**src/rtl/gpu_mem_pkg.sv**
```systemverilog
// Shared types for the memory arbiter: per-channel state encoding and request kinds.
package gpu_mem_pkg;

  typedef enum logic [2:0] {
    ARB_IDLE        = 3'd0,
    ARB_READ_WAIT   = 3'd1,
    ARB_WRITE_WAIT  = 3'd2,
    ARB_READ_RELAY  = 3'd3,
    ARB_WRITE_RELAY = 3'd4
  } arb_state_t;

  localparam logic REQ_READ  = 1'b0;
  localparam logic REQ_WRITE = 1'b1;

endpackage

```
**src/rtl/mem_arb_channel.sv**
```systemverilog
// One memory channel: request FSM, round-robin pointer and the registered mem_* side.
// Write states exist only when MEM_ARBITER_WRITE_EN is defined.
module mem_arb_channel
  import gpu_mem_pkg::*;
#(
  parameter int ADDR_BITS     = 8,
  parameter int DATA_BITS     = 8,
  parameter int NUM_CONSUMERS = 4,
  parameter int IDX_BITS      = 2
) (
  input  logic                     clk,
  input  logic                     reset,
  input  logic                     i_grant,
  input  logic [IDX_BITS-1:0]      i_grant_idx,
  input  logic                     i_grant_kind,
  input  logic [ADDR_BITS-1:0]     i_grant_addr,
  input  logic [DATA_BITS-1:0]     i_grant_data,
  input  logic [NUM_CONSUMERS-1:0] i_cons_read_valid,
  input  logic [NUM_CONSUMERS-1:0] i_cons_write_valid,
  input  logic                     i_mem_read_ready,
  input  logic                     i_mem_write_ready,
  output arb_state_t               o_state,
  output logic [IDX_BITS-1:0]      o_idx,
  output logic [IDX_BITS-1:0]      o_rr,
  output logic                     o_mem_read_valid,
  output logic [ADDR_BITS-1:0]     o_mem_read_address,
  output logic                     o_mem_write_valid,
  output logic [ADDR_BITS-1:0]     o_mem_write_address,
  output logic [DATA_BITS-1:0]     o_mem_write_data,
  output logic                     o_read_done,
  output logic                     o_write_done,
  output logic                     o_release
);

  arb_state_t           r_state;
  logic [IDX_BITS-1:0]  r_idx;
  logic [IDX_BITS-1:0]  r_rr;
  logic                 r_mem_read_valid;
  logic [ADDR_BITS-1:0] r_mem_read_address;

  assign o_state            = r_state;
  assign o_idx              = r_idx;
  assign o_rr               = r_rr;
  assign o_mem_read_valid   = r_mem_read_valid;
  assign o_mem_read_address = r_mem_read_address;
  assign o_read_done        = (r_state == ARB_READ_WAIT) && i_mem_read_ready;

`ifdef MEM_ARBITER_WRITE_EN
  logic                 r_mem_write_valid;
  logic [ADDR_BITS-1:0] r_mem_write_address;
  logic [DATA_BITS-1:0] r_mem_write_data;

  assign o_mem_write_valid   = r_mem_write_valid;
  assign o_mem_write_address = r_mem_write_address;
  assign o_mem_write_data    = r_mem_write_data;
  assign o_write_done        = (r_state == ARB_WRITE_WAIT) && i_mem_write_ready;
  assign o_release = ((r_state == ARB_READ_RELAY)  && !i_cons_read_valid[r_idx]) ||
                     ((r_state == ARB_WRITE_RELAY) && !i_cons_write_valid[r_idx]);
`else
  logic w_unused;
  assign w_unused = ^{i_grant_kind, i_grant_data, i_cons_write_valid, i_mem_write_ready};

  assign o_mem_write_valid   = 1'b0;
  assign o_mem_write_address = '0;
  assign o_mem_write_data    = '0;
  assign o_write_done        = 1'b0;
  assign o_release = (r_state == ARB_READ_RELAY) && !i_cons_read_valid[r_idx];
`endif

  // Wrap is an explicit compare so non-power-of-two consumer counts work.
  always_ff @(posedge clk) begin
    if (reset) begin
      r_state            <= ARB_IDLE;
      r_idx              <= '0;
      r_rr               <= '0;
      r_mem_read_valid   <= 1'b0;
      r_mem_read_address <= '0;
`ifdef MEM_ARBITER_WRITE_EN
      r_mem_write_valid   <= 1'b0;
      r_mem_write_address <= '0;
      r_mem_write_data    <= '0;
`endif
    end else begin
      case (r_state)
        ARB_IDLE: begin
          if (i_grant) begin
            r_idx <= i_grant_idx;
            r_rr  <= (i_grant_idx == IDX_BITS'(NUM_CONSUMERS - 1)) ? '0 : i_grant_idx + IDX_BITS'(1);
`ifdef MEM_ARBITER_WRITE_EN
            if (i_grant_kind == REQ_WRITE) begin
              r_mem_write_valid   <= 1'b1;
              r_mem_write_address <= i_grant_addr;
              r_mem_write_data    <= i_grant_data;
              r_state             <= ARB_WRITE_WAIT;
            end else
`endif
            begin
              r_mem_read_valid   <= 1'b1;
              r_mem_read_address <= i_grant_addr;
              r_state            <= ARB_READ_WAIT;
            end
          end
        end
        ARB_READ_WAIT: begin
          if (i_mem_read_ready) begin
            r_mem_read_valid <= 1'b0;
            r_state          <= ARB_READ_RELAY;
          end
        end
        ARB_READ_RELAY: begin
          if (!i_cons_read_valid[r_idx]) r_state <= ARB_IDLE;
        end
`ifdef MEM_ARBITER_WRITE_EN
        ARB_WRITE_WAIT: begin
          if (i_mem_write_ready) begin
            r_mem_write_valid <= 1'b0;
            r_state           <= ARB_WRITE_RELAY;
          end
        end
        ARB_WRITE_RELAY: begin
          if (!i_cons_write_valid[r_idx]) r_state <= ARB_IDLE;
        end
`endif
        default: r_state <= ARB_IDLE;
      endcase
    end
  end

endmodule

```
**src/rtl/mem_arbiter.sv**
```systemverilog
// Shares NUM_CHANNELS memory channels among NUM_CONSUMERS requesters; owns the serving mask,
// the ascending-channel claim chain and the consumer-side registers. Writes need MEM_ARBITER_WRITE_EN.
module mem_arbiter
  import gpu_mem_pkg::*;
#(
  parameter int ADDR_BITS     = 8,
  parameter int DATA_BITS     = 8,
  parameter int NUM_CONSUMERS = 4,
  parameter int NUM_CHANNELS  = 1
) (
  input  logic                                    clk,
  input  logic                                    reset,
  input  logic [NUM_CONSUMERS-1:0]                consumer_read_valid,
  input  logic [NUM_CONSUMERS-1:0][ADDR_BITS-1:0] consumer_read_address,
  output logic [NUM_CONSUMERS-1:0]                consumer_read_ready,
  output logic [NUM_CONSUMERS-1:0][DATA_BITS-1:0] consumer_read_data,
  input  logic [NUM_CONSUMERS-1:0]                consumer_write_valid,
  input  logic [NUM_CONSUMERS-1:0][ADDR_BITS-1:0] consumer_write_address,
  input  logic [NUM_CONSUMERS-1:0][DATA_BITS-1:0] consumer_write_data,
  output logic [NUM_CONSUMERS-1:0]                consumer_write_ready,
  output logic [NUM_CHANNELS-1:0]                 mem_read_valid,
  output logic [NUM_CHANNELS-1:0][ADDR_BITS-1:0]  mem_read_address,
  input  logic [NUM_CHANNELS-1:0]                 mem_read_ready,
  input  logic [NUM_CHANNELS-1:0][DATA_BITS-1:0]  mem_read_data,
  output logic [NUM_CHANNELS-1:0]                 mem_write_valid,
  output logic [NUM_CHANNELS-1:0][ADDR_BITS-1:0]  mem_write_address,
  output logic [NUM_CHANNELS-1:0][DATA_BITS-1:0]  mem_write_data,
  input  logic [NUM_CHANNELS-1:0]                 mem_write_ready
);

  localparam int IDX_BITS = (NUM_CONSUMERS > 1) ? $clog2(NUM_CONSUMERS) : 1;

  logic [NUM_CONSUMERS-1:0]                r_serving;
  logic [NUM_CONSUMERS-1:0]                r_cons_rd_ready;
  logic [NUM_CONSUMERS-1:0]                r_cons_wr_ready;
  logic [NUM_CONSUMERS-1:0][DATA_BITS-1:0] r_cons_rd_data;

  logic [NUM_CONSUMERS-1:0] w_wr_req;
  logic [NUM_CONSUMERS-1:0] w_taken;
  arb_state_t               w_ch_state   [NUM_CHANNELS];
  logic [IDX_BITS-1:0]      w_ch_rr      [NUM_CHANNELS];
  logic [IDX_BITS-1:0]      w_ch_idx     [NUM_CHANNELS];
  logic [IDX_BITS-1:0]      w_grant_idx  [NUM_CHANNELS];
  logic [ADDR_BITS-1:0]     w_grant_addr [NUM_CHANNELS];
  logic [DATA_BITS-1:0]     w_grant_data [NUM_CHANNELS];
  logic [NUM_CHANNELS-1:0]  w_grant;
  logic [NUM_CHANNELS-1:0]  w_grant_kind;
  logic [NUM_CHANNELS-1:0]  w_rd_done;
  logic [NUM_CHANNELS-1:0]  w_wr_done;
  logic [NUM_CHANNELS-1:0]  w_release;

`ifdef MEM_ARBITER_WRITE_EN
  assign w_wr_req = consumer_write_valid;
`else
  assign w_wr_req = '0;
`endif

  // Channels claim in ascending index; w_taken accumulates so a consumer goes to one channel only.
  always_comb begin
    int                  w_cand;
    logic [IDX_BITS-1:0] w_cand_idx;
    w_cand       = 0;
    w_cand_idx   = '0;
    w_taken      = r_serving;
    w_grant      = '0;
    w_grant_kind = '0;
    for (int ch = 0; ch < NUM_CHANNELS; ch++) begin
      w_grant_idx[ch]  = '0;
      w_grant_addr[ch] = '0;
      w_grant_data[ch] = '0;
      if (w_ch_state[ch] == ARB_IDLE) begin
        for (int k = 0; k < NUM_CONSUMERS; k++) begin
          w_cand = int'(w_ch_rr[ch]) + k;
          if (w_cand >= NUM_CONSUMERS) w_cand = w_cand - NUM_CONSUMERS;
          w_cand_idx = IDX_BITS'(w_cand);
          if (!w_grant[ch] && !w_taken[w_cand_idx] &&
              (consumer_read_valid[w_cand_idx] || w_wr_req[w_cand_idx])) begin
            w_grant[ch]         = 1'b1;
            w_taken[w_cand_idx] = 1'b1;
            w_grant_idx[ch]     = w_cand_idx;
            if (consumer_read_valid[w_cand_idx]) begin
              w_grant_kind[ch] = REQ_READ;
              w_grant_addr[ch] = consumer_read_address[w_cand_idx];
            end else begin
              w_grant_kind[ch] = REQ_WRITE;
              w_grant_addr[ch] = consumer_write_address[w_cand_idx];
              w_grant_data[ch] = consumer_write_data[w_cand_idx];
            end
          end
        end
      end
    end
  end

  always_ff @(posedge clk) begin
    if (reset) begin
      r_serving       <= '0;
      r_cons_rd_ready <= '0;
      r_cons_wr_ready <= '0;
      r_cons_rd_data  <= '0;
    end else begin
      for (int ch = 0; ch < NUM_CHANNELS; ch++) begin
        if (w_rd_done[ch]) begin
          r_cons_rd_ready[w_ch_idx[ch]] <= 1'b1;
          r_cons_rd_data[w_ch_idx[ch]]  <= mem_read_data[ch];
        end
        if (w_wr_done[ch]) r_cons_wr_ready[w_ch_idx[ch]] <= 1'b1;
        if (w_release[ch]) begin
          r_cons_rd_ready[w_ch_idx[ch]] <= 1'b0;
          r_cons_wr_ready[w_ch_idx[ch]] <= 1'b0;
          r_serving[w_ch_idx[ch]]       <= 1'b0;
        end
        if (w_grant[ch]) r_serving[w_grant_idx[ch]] <= 1'b1;
      end
    end
  end

  assign consumer_read_ready  = r_cons_rd_ready;
  assign consumer_read_data   = r_cons_rd_data;
  assign consumer_write_ready = r_cons_wr_ready;

  for (genvar g = 0; g < NUM_CHANNELS; g++) begin : g_ch
    mem_arb_channel #(
      .ADDR_BITS    (ADDR_BITS),
      .DATA_BITS    (DATA_BITS),
      .NUM_CONSUMERS(NUM_CONSUMERS),
      .IDX_BITS     (IDX_BITS)
    ) u_ch (
      .clk                (clk),
      .reset              (reset),
      .i_grant            (w_grant[g]),
      .i_grant_idx        (w_grant_idx[g]),
      .i_grant_kind       (w_grant_kind[g]),
      .i_grant_addr       (w_grant_addr[g]),
      .i_grant_data       (w_grant_data[g]),
      .i_cons_read_valid  (consumer_read_valid),
      .i_cons_write_valid (consumer_write_valid),
      .i_mem_read_ready   (mem_read_ready[g]),
      .i_mem_write_ready  (mem_write_ready[g]),
      .o_state            (w_ch_state[g]),
      .o_idx              (w_ch_idx[g]),
      .o_rr               (w_ch_rr[g]),
      .o_mem_read_valid   (mem_read_valid[g]),
      .o_mem_read_address (mem_read_address[g]),
      .o_mem_write_valid  (mem_write_valid[g]),
      .o_mem_write_address(mem_write_address[g]),
      .o_mem_write_data   (mem_write_data[g]),
      .o_read_done        (w_rd_done[g]),
      .o_write_done       (w_wr_done[g]),
      .o_release          (w_release[g])
    );
  end

endmodule

```
**config.mk**
```make
export PLATFORM = sky130hd
export DESIGN_NAME = mem_arbiter
export DESIGN_NICKNAME = d
export VERILOG_FILES = /design/src/rtl/gpu_mem_pkg.sv /design/src/rtl/mem_arb_channel.sv /design/src/rtl/mem_arbiter.sv
export SDC_FILE = /design/constraint.sdc
export NUM_CORES = 1
export LEC_CHECK = 0
export CORE_MARGIN = 8
export CORE_UTILIZATION = 40
export CTS_CLUSTER_SIZE = 25
export DETAILED_ROUTE_END_ITERATION = 16
export GPL_ROUTABILITY_DRIVEN = 0
export PLACE_DENSITY = 0.78
export SLEW_MARGIN = 0
export SYNTH_ARGS = -nofsm -noshare
export SYNTH_HDL_FRONTEND = slang
export SYNTH_SLANG_ARGS = --single-unit
```
**constraint.sdc**
```tcl
create_clock -name clk -period 4.55 [get_ports clk]
set_input_delay 0.91 -clock clk [delete_from_list [all_inputs] [get_ports clk]]
set_output_delay 0.91 -clock clk [all_outputs]
set_load 0.01 [all_outputs]
```
==> metrics.txt, run 1 <==
status finished clean; clock skew 15.13 ps; Die H 115.4 um; Slew @ Worst Pin 1108 ps; hold_buf cts 0; Layout fillers 889; Sw Pwr 1138 uW; sequential area share after synthesis 29.91%; synth top area cells dfxtp_1 (30%), mux2i_1 (11%), mux4_2 (7.4%), mux2_2 (6.0%), nor2_1 (5.7%); DRT iter0 DRCs 171; Max Fclk 239.2 MHz; crit path max fanout 6; Crit. End Element flop; clock slew at reported path FFs 70 ps; Die Wd 115.4 um; TritonCTS clock tree built; most common cell after layout, fill and taps aside clkdlybuf4s50_1; LEAKAGE 0.001921 uW; drt wl/cell 17.56 um; RSZ-0062 raised after global routing no; Min-Delay Path Class reg2reg; critical path class in2reg; Post-synth EDFFs 0; Fin Setup TNS 0 ps; clk root buf clkbuf_8; max_cap viols 0; Sw Share 41.06%; layout net count 658; Min Clock Period, post-route 4181 ps; Post-CTS Resized 0; clk sinks 59; Slew HR 25.83%; number of cell rows 36; worst-skew pair later-pin latency 350 ps; crit start category input port; Cell Area, Synth 3949 um2; first-pass GRT wire length 18620 um; largest net degree at the start of global routing 59; Area Growth Syn to Fin 31.78%; Cell Int Power 1634 uW; cell taking the most area after synthesis dfxtp_1; total number of vias 3728; initial core utilization 40.78%; H-Tree Depth 3; final hold vios 0; Inserted Diodes 0; vias per inst 5.556; Pwr Total 2772 uW; port buffer count 95; core footprint 9684 um2; Flop pwr share 24.5%; Yosys reg bits 59; Max Root-Sink Buffers 2; max-slew violations 0; CTS Buf Count 9; TritonRoute pass-1 iters 5; Yosys cell types 63; Final ANT Viol Nets 0; ys flop type dfxtp_1; HPWL Detailed 8572 um; Total Wirelength 11780 um; Comb power frac 57.0%; die area 13310 um2; clock power share 18.5%; most frequent cells in the layout clkdlybuf4s50_1 (94), nor2_1 (60), dfxtp_1 (58); total gr overflow 0; vias in the first global route 3895; Power Dens Cells 532.8 nW/um2; part of the cycle the worst path needs 91.90%; setup violators final 0; Post-CTS Repair Setup Buffers 0; GRT Resource Usage Total 17.51%; Mean Syn Cell Area 9.015 um2; Worst Path Required 4730 ps; DRC viols 0; initial antenna violation count 0; maximum vdd drop 259.3 uV; Worst EP arrival 4360 ps; Ys Warns 0; Ports 182; top-area cell type share of the netlist area 29.91%; Cells after Synth 438; fraction of registers with async set/reset 0%; share of cells above drive strength 1 14.68%
## logic make-up after synthesis
kind of cell | count (synthesis) | share of synthesized area (%)
flops | 59 | 29.91
other cells | 1 | 0.09497
mux | 77 | 24.33
fa+ha+maj | 8 | 2.535
simple gates | 154 | 19.55
compound gates | 88 | 16.38
buf+inv | 51 | 7.192
## through the flow
| step | cells | hold slack, ps | util (%) | area (um2) | setup WS [ps] |
|---|---|---|---|---|---|
| CTS | 671 | 473.7 | 53.73 | 5204 | 423.6 |
| floorplan | 454 | 478.0 | - | 4009 | 414.3 |
| global placement | 656 | 443.3 | 51.55 | 4992 | 173.8 |
| global route | 671 | 493.6 | 53.73 | 5204 | 271.8 |
| finish | 671 | 463.3 | 53.73 | 5204 | 368.8 |
| detailed placement | 656 | 449.7 | 51.55 | 4992 | 63.52 |
## worst max-delay path, stage by stage
cell             delay, ps
clkdlybuf4s50_1        590
or4b_4                 510
o2111a_1               190
and3_4                 220
a221o_1                380
and3_1                 200
nor4_1                 630
o311ai_4               190
ha_1                   350
mux2i_1                140
nor2_1                  60
## power groups by stage
stage / clock network, uW / registers, uW / logic (uW)
final: 513 / 680 / 1580
after global routing: 555 / 694 / 1720
after CTS: 528 / 680 / 1570
after detailed placement: 0 / 691 / 1560
after global placement: 0 / 684 / 1520
after floorplan: 0 / 691 / 1110
## registers in the layout, indices dropped and copies added, names as in the netlist
signal / count
consumer_read_data: 32
g_ch.u_ch.o_mem_read_address: 8
consumer_read_ready: 4
consumer_write_ready: 4
r_serving: 4
g_ch.u_ch.o_idx: 2
g_ch.u_ch.o_rr: 2
g_ch.u_ch.o_state: 2
g_ch.u_ch.o_mem_read_valid: 1
## cell type report
class,count,area [um2],area share (%)
Clock buffer,12,165.2,3.174
Clock inverter,3,46.29,0.8896
Inverter,9,33.78,0.6492
Multi-Input combinational cell,344,2544,48.88
Sequential cell,59,1182,22.72
Tap cell,133,166.4,3.198
Timing Repair Buffer,111,1066,20.49
## final timing paths
path / startpoint / to / slack (ps) / cells after the start
worst min register to register: consumer_read_ready[0]$_SDFF_PP0_ / consumer_read_ready[0]$_SDFF_PP0_ / 460 / 2
worst max register to register: g_ch[0].u_ch.o_rr[1]$_SDFFE_PP0P_ / g_ch[0].u_ch.o_rr[1]$_SDFFE_PP0P_ / 600 / 12
worst max-delay path: consumer_read_valid[0] / g_ch[0].u_ch.o_rr[1]$_SDFFE_PP0P_ / 370 / 11
worst min-delay path: consumer_read_ready[0]$_SDFF_PP0_ / consumer_read_ready[0]$_SDFF_PP0_ / 460 / 2
## per-layer routing
layer	wire length, um	up-vias	global-route usage (%)
met5	0	-	0
met4	249	0	8.231
met3	1404	23	7.668
met2	5537	175	29.42
met1	4591	1756	18.49
li1	-	1774	-
## cell usage after synthesis, types with 10 or more instances
cell      number
nand2_1       29
a21oi_1       14
nor2_1        60
nand3_1       12
buf_4         17
nor2b_1       11
mux2_2        21
o21ai_1       11
mux2i_1       42
a31oi_1       10
clkbuf_1      14
mux4_2        13
dfxtp_1       59
No activity file was read; power rests on OpenSTA's default activity.
==> run 2, diff against run 1 <==
--- a/config.mk
+++ b/config.mk
@@ -5,7 +5,7 @@
 export SDC_FILE = /design/constraint.sdc
 export NUM_CORES = 1
 export LEC_CHECK = 0
-export CORE_MARGIN = 8
+export CORE_MARGIN = 10
 export CORE_UTILIZATION = 40
 export CTS_CLUSTER_SIZE = 25
 export DETAILED_ROUTE_END_ITERATION = 16
==> constraint.sdc (replaced) <==
create_clock -name clk -period 4.57 [get_ports clk]
set_input_delay 0.914 -clock clk [delete_from_list [all_inputs] [get_ports clk]]
set_output_delay 0.914 -clock clk [all_outputs]
set_load 0.01 [all_outputs]
==> metrics.txt, run 2 (synthesis results as in run 1) <==
DRT iter0 DRCs 179 (was 171); Max Fclk 240.1 MHz; Reg-to-Reg Start g_ch[0].u_ch.o_rr[1]$_SDFFE_PP0P_ (unchanged); part of the cycle the worst path needs 91.12%; Sw Pwr 1143 uW (was 1138 uW); register area 1182 um2 (unchanged); clk root buf clkbuf_8 (unchanged); Min Clock Period, post-route 4164 ps; Crit. End Element flop (unchanged); GRT Resource Usage Total 16.52% (was 17.51%); most frequent cells in the layout clkdlybuf4s50_1 (94), nor2_1 (60), dfxtp_1 (58) (unchanged); largest net degree at the start of global routing 59 (unchanged); total gr overflow 0 (unchanged); vias in the first global route 3778 (was 3895); Hold EP consumer_read_ready[0]$_SDFF_PP0_ (unchanged); number of cell rows 36 (unchanged); FF-to-FF setup slack 550 ps (was 600 ps); HPWL Detailed 8651 um (was 8572 um); setup violators final 0 (unchanged); Sw Share 40.90% (was 41.06%); initial core utilization 40.78% (unchanged); port buffer count 95 (unchanged); Fin Setup TNS 0 ps (unchanged); Power Dens Cells 534.9 nW/um2 (was 532.8 nW/um2); first-pass GRT wire length 19680 um (was 18620 um); Die Wd 119.4 um (was 115.4 um); vias per inst 5.551 (was 5.556); critical path class in2reg (unchanged); H-Tree Depth 3 (unchanged); R2R Path End g_ch[0].u_ch.o_rr[1]$_SDFFE_PP0P_ (unchanged); hold_buf cts 0 (unchanged); TritonCTS clock tree built (unchanged); Slew HR 27.86% (was 25.83%); clk sinks 59 (unchanged); Worst Min Path Start consumer_read_ready[0]$_SDFF_PP0_ (unchanged); CTS Buf Count 9 (unchanged); max_cap viols 0 (unchanged); Comb power frac 56.0% (was 57.0%); fin cells 673 (was 671); Cell Int Power 1652 uW (was 1634 uW); share of cells above drive strength 1 15.00% (was 14.68%); clock slew at reported path FFs 80 ps (was 70 ps); initial antenna violation count 0 (unchanged); Inserted Diodes 0 (unchanged); Die H 119.4 um (was 115.4 um); layout net count 659 (was 658); Post-CTS Repair Setup Buffers 0 (unchanged); Slew @ Worst Pin 1078 ps (was 1108 ps); number of cells on the worst hold path 2 (unchanged); Final ANT Viol Nets 0 (unchanged); die area 14250 um2 (was 13310 um2); final hold vios 0 (unchanged); Worst Path Required 4770 ps (was 4730 ps); total number of vias 3736 (was 3728); crit start category input port (unchanged); clock skew 14.18 ps (was 15.13 ps); Min-Delay Path Class reg2reg (unchanged); most common cell after layout, fill and taps aside clkdlybuf4s50_1 (unchanged); Area Growth Syn to Fin 32.32% (was 31.78%); Total Wirelength 11920 um (was 11780 um); Multi-input gate area 2544 um2 (unchanged); CP Launch Point consumer_read_valid[0] (unchanged); crit path max fanout 14 (was 6); TritonRoute pass-1 iters 5 (unchanged); Worst Reg2Reg Path Length in Cells 12 (unchanged); DRC viols 0 (unchanged); Cells after DPL 657 (was 656); Ports 182 (unchanged); worst-skew pair later-pin latency 340 ps (was 350 ps); LEAKAGE 0.001938 uW (was 0.001921 uW); status finished clean (unchanged); Post-CTS Resized 0 (unchanged); drt wl/cell 17.72 um (was 17.56 um); number of flip-flops in the largest register 32 (unchanged); clock power share 20.1% (was 18.5%); Flop pwr share 23.9% (was 24.5%); max-slew violations 0 (unchanged); maximum vdd drop 238.0 uV (was 259.3 uV); Layout fillers 873 (was 889); Worst EP arrival 4360 ps (about the same); core footprint 9684 um2 (unchanged); RSZ-0062 raised after global routing no (unchanged); Max Root-Sink Buffers 2 (unchanged)
## run 2: critical path, cell delays in order
cell             delay (ps)
clkdlybuf4s50_1         590
or4b_4                  500
o2111a_1                200
and3_4                  260
a221o_1                 380
and3_1                  190
nor4_1                  600
o311ai_4                190
ha_1                    340
mux2i_1                 130
nor2_1                   50
## run 2: worst max-delay path by stage
| stage | slack, ps | endpoint |
|---|---|---|
| finish | 410 | g_ch[0].u_ch.o_rr[1]$_SDFFE_PP0P_ |
| global route | 260 | g_ch[0].u_ch.o_rr[1]$_SDFFE_PP0P_ |
| CTS | 430 | g_ch[0].u_ch.o_rr[0]$_SDFFE_PP0P_ |
| detailed placement | 60 | g_ch[0].u_ch.o_rr[1]$_SDFFE_PP0P_ |
| global placement | 120 | g_ch[0].u_ch.o_rr[1]$_SDFFE_PP0P_ |
| floorplan | 430 | g_ch[0].u_ch.o_rr[0]$_SDFFE_PP0P_ |
## run 2: final cells by class
type,count,area share (%)
multi-input cells,344,48.68
flip-flops and latches,59,22.63
repair buffers,112,20.55
well taps,133,3.185
clock buffers,10,2.634
clock inverters,6,1.676
inverters,9,0.6466
## run 2: per-layer routing
| layer | global-route usage (%) | vias up | wire [um] |
|---|---|---|---|
| met5 | 0 | - | 0 |
| met4 | 4.827 | 0 | 170 |
| met3 | 8.597 | 17 | 1358 |
| met2 | 26.83 | 161 | 5586 |
| met1 | 18.54 | 1782 | 4809 |
| li1 | - | 1776 | - |
## run 2: power groups by stage
stage	combinational (uW)	sequential [uW]	clock (uW)
floorplan	1110	688	0
global placement	1510	673	0
detailed placement	1550	679	0
CTS	1560	668	570
global route	1720	681	590
finish	1570	668	560
## run 2: per-stage QoR
stage / setup slack (ps) / power (uW) / util, % / cell area, um2 / hold slack (ps)
finish: 405.6 / 2795 / 53.95 / 5225 / 464.7
global route: 255.3 / 2990 / 53.95 / 5225 / 487.2
CTS: 434.1 / 2802 / 53.95 / 5225 / 462.2
detailed placement: 58.19 / 2230 / 51.63 / 5000 / 453.1
global placement: 115.5 / 2186 / 51.63 / 5000 / 444.0
floorplan: 434.3 / 1797 / - / 4009 / 478.0
==> run 3, diff against run 2 <==
--- a/config.mk
+++ b/config.mk
@@ -5,6 +5,7 @@
 export SDC_FILE = /design/constraint.sdc
 export NUM_CORES = 1
 export LEC_CHECK = 0
+export CAP_MARGIN = 20
 export CORE_MARGIN = 10
 export CORE_UTILIZATION = 40
 export CTS_CLUSTER_SIZE = 25
==> metrics.txt, run 3 (synthesis results as in run 1) <==
status finished clean (unchanged); Inserted Diodes 0 (unchanged); CTS Buf Count 9 (unchanged); final core occ 54.16% (was 53.95%); total gr overflow 0 (unchanged); Crit. End Element flop (unchanged); DRC viols 0 (unchanged); Total Wirelength 12000 um (was 11920 um); largest net degree at the start of global routing 59 (unchanged); Slew @ Worst Pin 1080 ps (was 1078 ps); total number of vias 3751 (was 3736); Power Dens Cells 534.0 nW/um2 (was 534.9 nW/um2); GRT Resource Usage Total 16.52% (unchanged); initial antenna violation count 0 (unchanged); Die H 119.4 um (unchanged); register area 1182 um2 (unchanged); worst-skew pair later-pin latency 340 ps (about the same); port buffer count 95 (unchanged); Max Root-Sink Buffers 2 (unchanged); slowest CP cell clkdlybuf4s50_1 (was nor4_1); clock slew at reported path FFs 80 ps (about the same); first-pass GRT wire length 19680 um (unchanged); H-Tree Depth 3 (unchanged); worst hold slack 464.5 ps (was 464.7 ps); Ports 182 (unchanged); drt wl/cell 17.81 um (was 17.72 um); Worst Reg2Reg Path Length in Cells 13 (was 12); part of the cycle the worst path needs 91.45% (was 91.12%); vias in the first global route 3778 (unchanged); most frequent cells in the layout clkdlybuf4s50_1 (94), nor2_1 (60), dfxtp_1 (58) (unchanged); number of cell rows 36 (unchanged); clk root buf clkbuf_8 (unchanged); maximum vdd drop 238.2 uV (was 238.0 uV); Post-CTS Repair Setup Buffers 0 (unchanged); HPWL Detailed 8651 um (unchanged); DRT iter0 DRCs 200 (was 179); LEAKAGE 0.001948 uW (was 0.001938 uW); Area Growth Syn to Fin 32.83% (was 32.32%); max_cap viols 0 (unchanged); Post-CTS Resized 0 (unchanged); Worst Min Path Start consumer_read_ready[0]$_SDFF_PP0_ (unchanged); Fin Setup TNS 0 ps (unchanged); RSZ-0062 raised after global routing no (unchanged); Worst Path Required 4810 ps (was 4770 ps); vias per inst 5.565 (was 5.551); number of flip-flops in the largest register 32 (unchanged); initial core utilization 40.78% (unchanged); most common cell after layout, fill and taps aside clkdlybuf4s50_1 (unchanged); max incr delay on CP 610 ps (was 600 ps); Min Clock Period, post-route 4179 ps (was 4164 ps); die area 14250 um2 (unchanged); number of cells on the worst hold path 2 (unchanged); core footprint 9684 um2 (unchanged); TritonRoute pass-1 iters 5 (unchanged); Layout fillers 868 (was 873); crit start category input port (unchanged); share of cells above drive strength 1 15.16% (was 15.00%); max-slew violations 0 (unchanged); crit path max fanout 14 (unchanged); Worst EP arrival 4420 ps (was 4360 ps); Reg-to-Reg Start g_ch[0].u_ch.o_rr[1]$_SDFFE_PP0P_ (unchanged); final hold vios 0 (unchanged); layout net count 660 (was 659); Final ANT Viol Nets 0 (unchanged); clock skew 12.18 ps (was 14.18 ps); Min-Delay Path Class reg2reg (unchanged); CP Launch Point consumer_read_valid[0] (unchanged); clk sinks 59 (unchanged); Max Fclk 239.3 MHz (was 240.1 MHz); Multi-input gate area 2544 um2 (unchanged); Slew HR 27.74% (was 27.86%); critical path class in2reg (unchanged); setup violators final 0 (unchanged); hold_buf cts 0 (unchanged); TritonCTS clock tree built (unchanged); Die Wd 119.4 um (unchanged); worst-path cell chain clkdlybuf4s50_1 > or4b_4 > o2111a_1 > and3_4 > or3_1 > a2bb2oi_1 > o21ai_1 > nor4_1 > o311ai_4 > inv_2 > ha_1 > a2111oi_2 (was clkdlybuf4s50_1 > or4b_4 > o2111a_1 > and3_4 > a221o_1 > and3_1 > nor4_1 > o311ai_4 > ha_1 > mux2i_1 > nor2_1)
-- run 3: cell count changes in the layout (fill, tap and decap cells not counted) --
cell / delta
buf_12: +1
-- run 3: layout make-up --
type,instances,share of cell area (%)
multi-input cells,344,48.50
flip-flops and latches,59,22.54
repair buffers,113,20.85
well taps,133,3.173
clock buffers,10,2.624
clock inverters,6,1.670
inverters,9,0.6441
-- run 3: critical path: cells and delay by family --
| family | cells | cell delay, ps |
|---|---|---|
| adder cells (fa/ha/maj) | 1 | 240 |
| AO/OA/AOI/OAI | 5 | 1230 |
| buffers and inverters | 2 | 700 |
| AND/OR/NAND/NOR | 4 | 1330 |
-- run 3: power breakdown --
group	internal (uW)	switching (uW)	leakage [uW]	total (uW)
logic	731	842	0.00135	1570
clock network	323	236	0.000117	559
registers	599	70.2	0.000480	669
-- run 3: final timing paths --
kind | to | slack, ps
worst min register to register | consumer_read_ready[0]$_SDFF_PP0_ | 460
worst max-delay path | g_ch[0].u_ch.o_rr[0]$_SDFFE_PP0P_ | 390
worst min-delay path | consumer_read_ready[0]$_SDFF_PP0_ | 460
worst max register to register | g_ch[0].u_ch.o_rr[0]$_SDFFE_PP0P_ | 580
-- run 3: metal layers --
layer	global-route usage [%]	up-vias	wire (um)
met5	0	-	0
li1	-	1776	-
met3	8.597	15	1392
met4	4.827	0	140
met1	18.54	1804	4859
met2	26.83	156	5612
-- run 3: stage by stage --
| stage | std cells | instance area (um2) | total power [uW] | setup slack (ps) |
|---|---|---|---|---|
| after floorplan | 454 | 4009 | 1797 | 434.3 |
| after global placement | 657 | 5000 | 2186 | 115.5 |
| after detailed placement | 657 | 5000 | 2230 | 58.19 |
| after CTS | 673 | 5225 | 2802 | 434.1 |
| after global routing | 674 | 5245 | 2992 | 285.0 |
| final | 674 | 5245 | 2801 | 390.8 |
